===== config.mk =====
export PLATFORM = sky130hd
export DESIGN_NAME = bram_arbiter
export DESIGN_NICKNAME = d
export VERILOG_FILES = /design/src/rtl/bram_arbiter.sv
export SDC_FILE = /design/constraint.sdc
export NUM_CORES = 1
export LEC_CHECK = 0
export ABC_CLOCK_PERIOD_IN_PS = 2100
export CELL_PAD_IN_SITES_DETAIL_PLACEMENT = 0
export CELL_PAD_IN_SITES_GLOBAL_PLACEMENT = 1
export CORE_MARGIN = 2
export CORE_UTILIZATION = 33
export CTS_CLUSTER_DIAMETER = 80
export CTS_CLUSTER_SIZE = 10
export DETAILED_ROUTE_END_ITERATION = 6
export GPL_TIMING_DRIVEN = 0
export HOLD_SLACK_MARGIN = 0.1
export PLACE_DENSITY = 0.79
export SETUP_SLACK_MARGIN = 0.2
export SLEW_MARGIN = 20
export SYNTH_ARGS = -nofsm -noshare
export SYNTH_HDL_FRONTEND = slang
export SYNTH_SLANG_ARGS = --single-unit
export TNS_END_PERCENT = 30

===== constraint.sdc =====
create_clock -name clock -period 2.1 [get_ports clock]
set_input_delay 0.42 -clock clock [delete_from_list [all_inputs] [get_ports clock]]
set_output_delay 0.42 -clock clock [all_outputs]
set_load 0.1 [all_outputs]

===== src/rtl/bram_arbiter.sv =====
// rtl/bram_arbiter.sv - imem/dmem arbiter for a single-port bram; BRAM_ARB_RR_EN selects round-robin
module bram_arbiter (
    input  logic        clock,
    input  logic        reset,
    input  logic        imem_valid,
    input  logic [31:0] imem_addr,
    output logic [31:0] imem_rdata,
    output logic        imem_ready,
    input  logic        dmem_valid,
    input  logic [31:0] dmem_addr,
    input  logic [31:0] dmem_wdata,
    input  logic [3:0]  dmem_wstrb,
    output logic [31:0] dmem_rdata,
    output logic        dmem_ready,
    output logic        bram_valid,
    output logic        bram_instr,
    output logic [31:0] bram_addr,
    output logic [31:0] bram_wdata,
    output logic [3:0]  bram_wstrb,
    input  logic [31:0] bram_rdata,
    input  logic        bram_ready
);

    typedef enum logic [1:0] {IDLE, GRANT_I, GRANT_D} state_t;

    state_t      state_q, state_d;
    logic        pend_i_q, pend_i_d;
    logic [31:0] addr_i_q, addr_i_d;
    logic        pend_d_q, pend_d_d;
    logic [31:0] addr_d_q, addr_d_d;
    logic [31:0] wdata_d_q, wdata_d_d;
    logic [3:0]  wstrb_d_q, wstrb_d_d;
    logic        last_d_q, last_d_d;     // 1: dmem owned the most recent grant
    logic        bram_valid_q, bram_valid_d;
    logic        bram_instr_q, bram_instr_d;
    logic [31:0] bram_addr_q, bram_addr_d;
    logic [31:0] bram_wdata_q, bram_wdata_d;
    logic [3:0]  bram_wstrb_q, bram_wstrb_d;
    logic        done_i, done_d, pick_d;

    assign done_i = (state_q == GRANT_I) && bram_ready;
    assign done_d = (state_q == GRANT_D) && bram_ready;

    assign imem_ready = done_i;
    assign dmem_ready = done_d;
    assign imem_rdata = done_i ? bram_rdata : 32'h0;
    assign dmem_rdata = done_d ? bram_rdata : 32'h0;

    assign bram_valid = bram_valid_q;
    assign bram_instr = bram_instr_q;
    assign bram_addr  = bram_addr_q;
    assign bram_wdata = bram_wdata_q;
    assign bram_wstrb = bram_wstrb_q;

    // Pending slots: release on completion, then accept a pulse only into a free slot
    always_comb begin
        pend_i_d  = pend_i_q & ~done_i;
        addr_i_d  = addr_i_q;
        pend_d_d  = pend_d_q & ~done_d;
        addr_d_d  = addr_d_q;
        wdata_d_d = wdata_d_q;
        wstrb_d_d = wstrb_d_q;
        last_d_d  = last_d_q;
        if (done_d) begin
            last_d_d = 1'b1;
        end else if (done_i) begin
            last_d_d = 1'b0;
        end
        if (imem_valid && !pend_i_d) begin
            pend_i_d = 1'b1;
            addr_i_d = imem_addr;
        end
        if (dmem_valid && !pend_d_d) begin
            pend_d_d  = 1'b1;
            addr_d_d  = dmem_addr;
            wdata_d_d = dmem_wdata;
            wstrb_d_d = dmem_wstrb;
        end
    end

    // Winner selection among the slots as they will stand after this edge
    always_comb begin
`ifdef BRAM_ARB_RR_EN
        pick_d = pend_d_d && (!pend_i_d || !last_d_d);
`else
        pick_d = pend_d_d;
`endif
    end

    // Grant sequencing: arbitrate when idle or on completion, otherwise hold the request
    always_comb begin
        state_d      = state_q;
        bram_valid_d = bram_valid_q;
        bram_instr_d = bram_instr_q;
        bram_addr_d  = bram_addr_q;
        bram_wdata_d = bram_wdata_q;
        bram_wstrb_d = bram_wstrb_q;
        if (state_q == IDLE || done_i || done_d) begin
            if (pend_i_d || pend_d_d) begin
                state_d      = pick_d ? GRANT_D : GRANT_I;
                bram_valid_d = 1'b1;
                bram_instr_d = !pick_d;
                bram_addr_d  = pick_d ? addr_d_d : addr_i_d;
                bram_wdata_d = pick_d ? wdata_d_d : 32'h0;
                bram_wstrb_d = pick_d ? wstrb_d_d : 4'h0;
            end else begin
                state_d      = IDLE;
                bram_valid_d = 1'b0;
                bram_instr_d = 1'b0;
            end
        end
    end

    // State, slots and registered bram request
    always_ff @(posedge clock) begin
        if (reset) begin
            state_q      <= IDLE;
            pend_i_q     <= 1'b0;
            addr_i_q     <= 32'h0;
            pend_d_q     <= 1'b0;
            addr_d_q     <= 32'h0;
            wdata_d_q    <= 32'h0;
            wstrb_d_q    <= 4'h0;
            last_d_q     <= 1'b1;
            bram_valid_q <= 1'b0;
            bram_instr_q <= 1'b0;
            bram_addr_q  <= 32'h0;
            bram_wdata_q <= 32'h0;
            bram_wstrb_q <= 4'h0;
        end else begin
            state_q      <= state_d;
            pend_i_q     <= pend_i_d;
            addr_i_q     <= addr_i_d;
            pend_d_q     <= pend_d_d;
            addr_d_q     <= addr_d_d;
            wdata_d_q    <= wdata_d_d;
            wstrb_d_q    <= wstrb_d_d;
            last_d_q     <= last_d_d;
            bram_valid_q <= bram_valid_d;
            bram_instr_q <= bram_instr_d;
            bram_addr_q  <= bram_addr_d;
            bram_wdata_q <= bram_wdata_d;
            bram_wstrb_q <= bram_wstrb_d;
        end
    end

endmodule


# Yosys cells after proc, flatten, opt, wreduce, memory -nomap -nowiden
# Index checks and enable logic that the tools add are counted.
[totals]
wordCells = 45
output_inout_bits = 136
inputBits = 137
ff_bits = 174
[classes]
eq_ne = 2
bitwise_logic = 4
muxes = 15
reduce_logical = 12
[op_table]
columns = ["op", "n"]
rows = [
  ["32-bit two-way mux", 7],
  ["4-bit two-way mux", 2],
  ["1-bit logical AND", 4],
  ["1-bit two-way mux", 4],
  ["2-bit two-way mux", 2],
  ["1-bit zero test", 3],
  ["1-bit logical OR", 3],
  ["1-bit bitwise AND", 2],
  ["2-bit by 1-bit == test with 1-bit output, second input constant", 1],
  ["2-bit == test, second input constant", 1],
  ["2-bit zero test", 1],
  ["1-bit NOT", 2],
  ["2-bit AND reduction", 1],
]

# Depth between registers and ports, before layout
[logic_depth]
depth_word = 9
mapped_depth = 8
depth_no_buf = 5

# Worst setup path after synthesis
# Ideal clock, no wire load.
[synth_timing]
path_type = "reg2out"
startpoint = "register state_q[0]"
endpoint = "output port imem_rdata[22]"
path_slack_ns = -1.701
required_ns = 1.680
stages_incl_launch_ff = 6
arrival_ns = 3.381
n_path_buf = 2
path_cell_list = "dfxtp_1 -> buf_4 -> nand3b_4 -> inv_1 -> clkbuf_1 -> and2_1"
[synth_via]
elab_chain_cells = 3
[synth_rtl]
columns = ["item", "line_no", "rtl"]
rows = [
  ["from (decl)", "26", "state_t state_q, state_d;"],
  ["from (signal assigned)", "131", "state_q <= state_d;"],
  ["2-bit by 1-bit == test with 1-bit output", "41", "assign done_i = (state_q == GRANT_I) && bram_ready;"],
  ["1-bit logical AND", "41", ""],
  ["net imem_ready", "8", "output logic imem_ready,"],
  ["32-bit two-way mux", "46", "assign imem_rdata = done_i ? bram_rdata : 32'h0;"],
  ["to (decl)", "7", "output logic [31:0] imem_rdata,"],
]
# The timed path passes the listed nets, and every way through them passes these cells.

# Worst setup path in the final report
[layout_timing]
startpoint = "register state_q[0]"
endpoint = "output port imem_rdata[24]"
[layout_via]
elab_chain_cells = 3
[layout_rtl]
columns = ["item", "line_no"]
rows = [
  ["2-bit by 1-bit == test with 1-bit output", "41"],
  ["1-bit logical AND", "41"],
  ["32-bit two-way mux", "46"],
]
# Every way passes these cells.

==> flow_summary.toml <==
[critical_path]
crit_path_start_kind = "register"
path_max_fanout = 6
crit_path_end_kind = "primary output"
cp.required_ns = 1.68
critPathKind = "reg -> out"
reg2regPathDepth = 11
cp_data_arrival_time_ns = 1.84
r2r_end = "bram_addr[31]"
ff2ff_setup_slack_ns = 0.04
r2r_start = "state_q[0]"

[clock_tree]
tritoncts_num_sinks = 173
root_buffer = "clkbuf_16"
path_clk_slew_ns = 0.08
htreeDepth = 4
cts_hold_buf = 0
numCtsBuffers = 17
cts_tree = "built"
clk_path_buf_depth = 2
insertion_delay_ns = 0.44

[detailed_routing]
vias = 7441
antenna_left = 0
first_pass_iters = 5
drt_iter0_markers = 436
totalWireLength_um = 28000
post_drt_wl_per_cell_um = 19.1
drcViolationCount = 0
vias_per_cell = 5.07

[floorplan]
die-area_um2 = 24300
rows = 55
start_util_pct = 33.6
die_y_um = 156
io_pins = 273
core_um2 = 22600
die-width_um = 156

[placed_design]
hpwlAfterDp_um = 19600
post_dp_cell_area_um2 = 10900
gp_routability_congestion = 0.804
placedCellCount = 1400
port_buffers = 269

[sta]
hold_viol = 0
rsz0062_at_grt = "yes"
slew_violations = 0
worst_pin_slew_ns = 1.02
setup_viol_count_final = 64
fin_skew_ns = 0.0154
fin_ws_ns = -0.158
slew_headroom_pct = 32.1
setup-tns-final_ns = -5.33
finalCritPeriodShare_pct = 108
fmax_ghz = 0.443
min_period_ns = 2.26

[final_layout]
nets = 1305
fin_util_pct = 56.9
drive_gt1_share_pct = 31.8
area_growth_pct = 69.3
fillers = 1978
final_area_um2 = 12900
final_cells = 1467

[global_routing]
grt_pass1_wl_um = 41500
grt_max_degree = 21
overflow = 0
grt_antenna_before_repair = 3
first_global_vias = 7306
grt_util_all_layers_pct = 22.2

[worst_hold_path]
holdPathEnd = "addr_d_q[3]"
hold_class = "reg -> reg"
holdCritStartpoint = "addr_d_q[3]"
whs_path_depth = 2

[logic_synthesis]
synth_seq_area_share_pct = 45.5
syn_inst = 846
synth.top_cells.by_area = "dfxtp_1, a21oi_1, o32ai_2"
syn_nets = 983
yosys_warnings = 0
yosysTopAreaCell = "dfxtp_1"
syn-mean-instance-area_um2 = 9.00
synth_top_area_share_pct = 45.5
netlist_area_um2 = 7610
yosys.cell_types.count = 30
synth_seq_cells = 173

[job]
max-cap-violations = 0

[pwr]
total_power_mw = 10.3
power_density_nw_per_um2 = 798
vdd_ir_drop_max_mv = 0.725
leakage_nw = 5.11

[run_status]
status = "finished, violations left"
violations = "setup timing"
[cell families after synthesis]
| group | Yosys count | synth area share (%) |
|---|---|---|
| AOI/OAI and AO/OA | 273 | 27.7 |
| buffers and inverters | 116 | 7.04 |
| muxes | 36 | 4.74 |
| DFF | 173 | 45.5 |
| and+or+nand+nor | 248 | 15.0 |
[critical path: stages (launching register included)]
cell        delay (ns)
dfxtp_4           0.35
buf_8             0.12
nand3b_4          0.11
clkinvlp_4        0.25
clkbuf_8          0.25
and2_4            0.16
buf_12            0.16
[report_power, final]
| part | switching (mW) | leakage, nW | total [mW] | internal [mW] |
|---|---|---|---|---|
| Combinational | 2.20 | 3.39 | 3.38 | 1.17 |
| Sequential | 0.126 | 1.42 | 3.65 | 3.53 |
| Clock | 1.62 | 0.300 | 3.26 | 1.63 |
[per-stage QoR]
step                hold slack, ns  setup slack [ns]
CTS                          0.454            -0.185
detailed placement           0.443             -1.08
global route                 0.467            -0.202
finish                       0.452            -0.158
global placement             0.438             -1.08
floorplan                    0.433            0.0133
[cell usage after synthesis]
cell,n
o21ai_2,1
dfxtp_1,173
nor2_1,75
inv_2,2
a22oi_1,1
o32ai_2,30
nand2_1,100
o32ai_1,2
nand3b_4,2
buf_1,2
o21bai_4,1
a222oi_1,1
buf_6,9
and2_1,64
nor3_2,1
inv_1,35
buf_4,3
a21oi_1,100
o21ai_4,1
or3_1,1
clkbuf_1,48
a211o_1,32
nand2b_1,4
buf_2,17
mux2i_1,36
a211oi_1,33
a221oi_4,1
nor3_1,1
o21ai_0,34
o2bb2ai_1,36
[worst max-delay path by stage]
stage,slack (ns),from,depth (start not counted),end
global placement,-1.08,bram_ready,6,dmem_rdata[19]
detailed placement,-1.08,bram_ready,6,dmem_rdata[19]
finish,-0.16,state_q[0],6,imem_rdata[24]
global route,-0.20,state_q[0],6,imem_rdata[24]
CTS,-0.18,state_q[0],6,imem_rdata[18]
floorplan,0.01,state_q[0],5,dmem_rdata[17]
[timing repair]
action | CTS | global route
buffers inserted | 9 | 14
setup endpoints to repair | 300 | 236
pin swaps | 32 | 8
hold endpoints to repair | 0 | 0
resized for setup | 805 | 165
gates cloned | 6 | 5
[state kept, by name (all words and copies together) (netlist names)]
register    count
addr_d_q       32
pend_d_q        1
addr_i_q       32
wdata_d_q      32
bram_wdata     32
bram_addr      32
wstrb_d_q       4
state_q         2
bram_wstrb      4
pend_i_q        1
bram_valid      1
[cell type report]
type,count,area (um^2),share of cell area [%]
Multi-Input combinational cell,557,3950,30.7
Timing Repair Buffer,301,3610,28.0
Sequential cell,173,3470,26.9
Buffer,79,708,5.50
Clock buffer,17,425,3.30
Tap cell,285,357,2.77
Clock inverter,15,191,1.49
Inverter,37,158,1.22
Timing Repair inverter,2,13.8,0.107
Antenna cell,1,2.50,0.0194
[metal layers]
layer	global-route usage, %	share of wire (%)
met1	25.5	41
met4	8.43	2.3
met2	38.5	49
met5	0	0.078
met3	7.00	7.8
[cell usage in the layout, fill, tap and decap left out, drive strengths merged]
master,n
o21bai,1
dfxtp,173
inv,44
diode,1
a22oi,1
nor2,75
nand2,100
nand2b,4
and2,64
clkdlybuf4s50,132
o32ai,32
clkinv,8
clkdlybuf4s15,36
or3,1
o21ai,36
nor3,2
o2bb2ai,36
a21oi,100
clkinvlp,2
a211o,32
clkbuf,94
nand3b,2
a211oi,33
mux2i,36
a221oi,1
buf,133
dlygate4sd2,2
a222oi,1
Note: power is estimated with default switching activity, not from simulation.
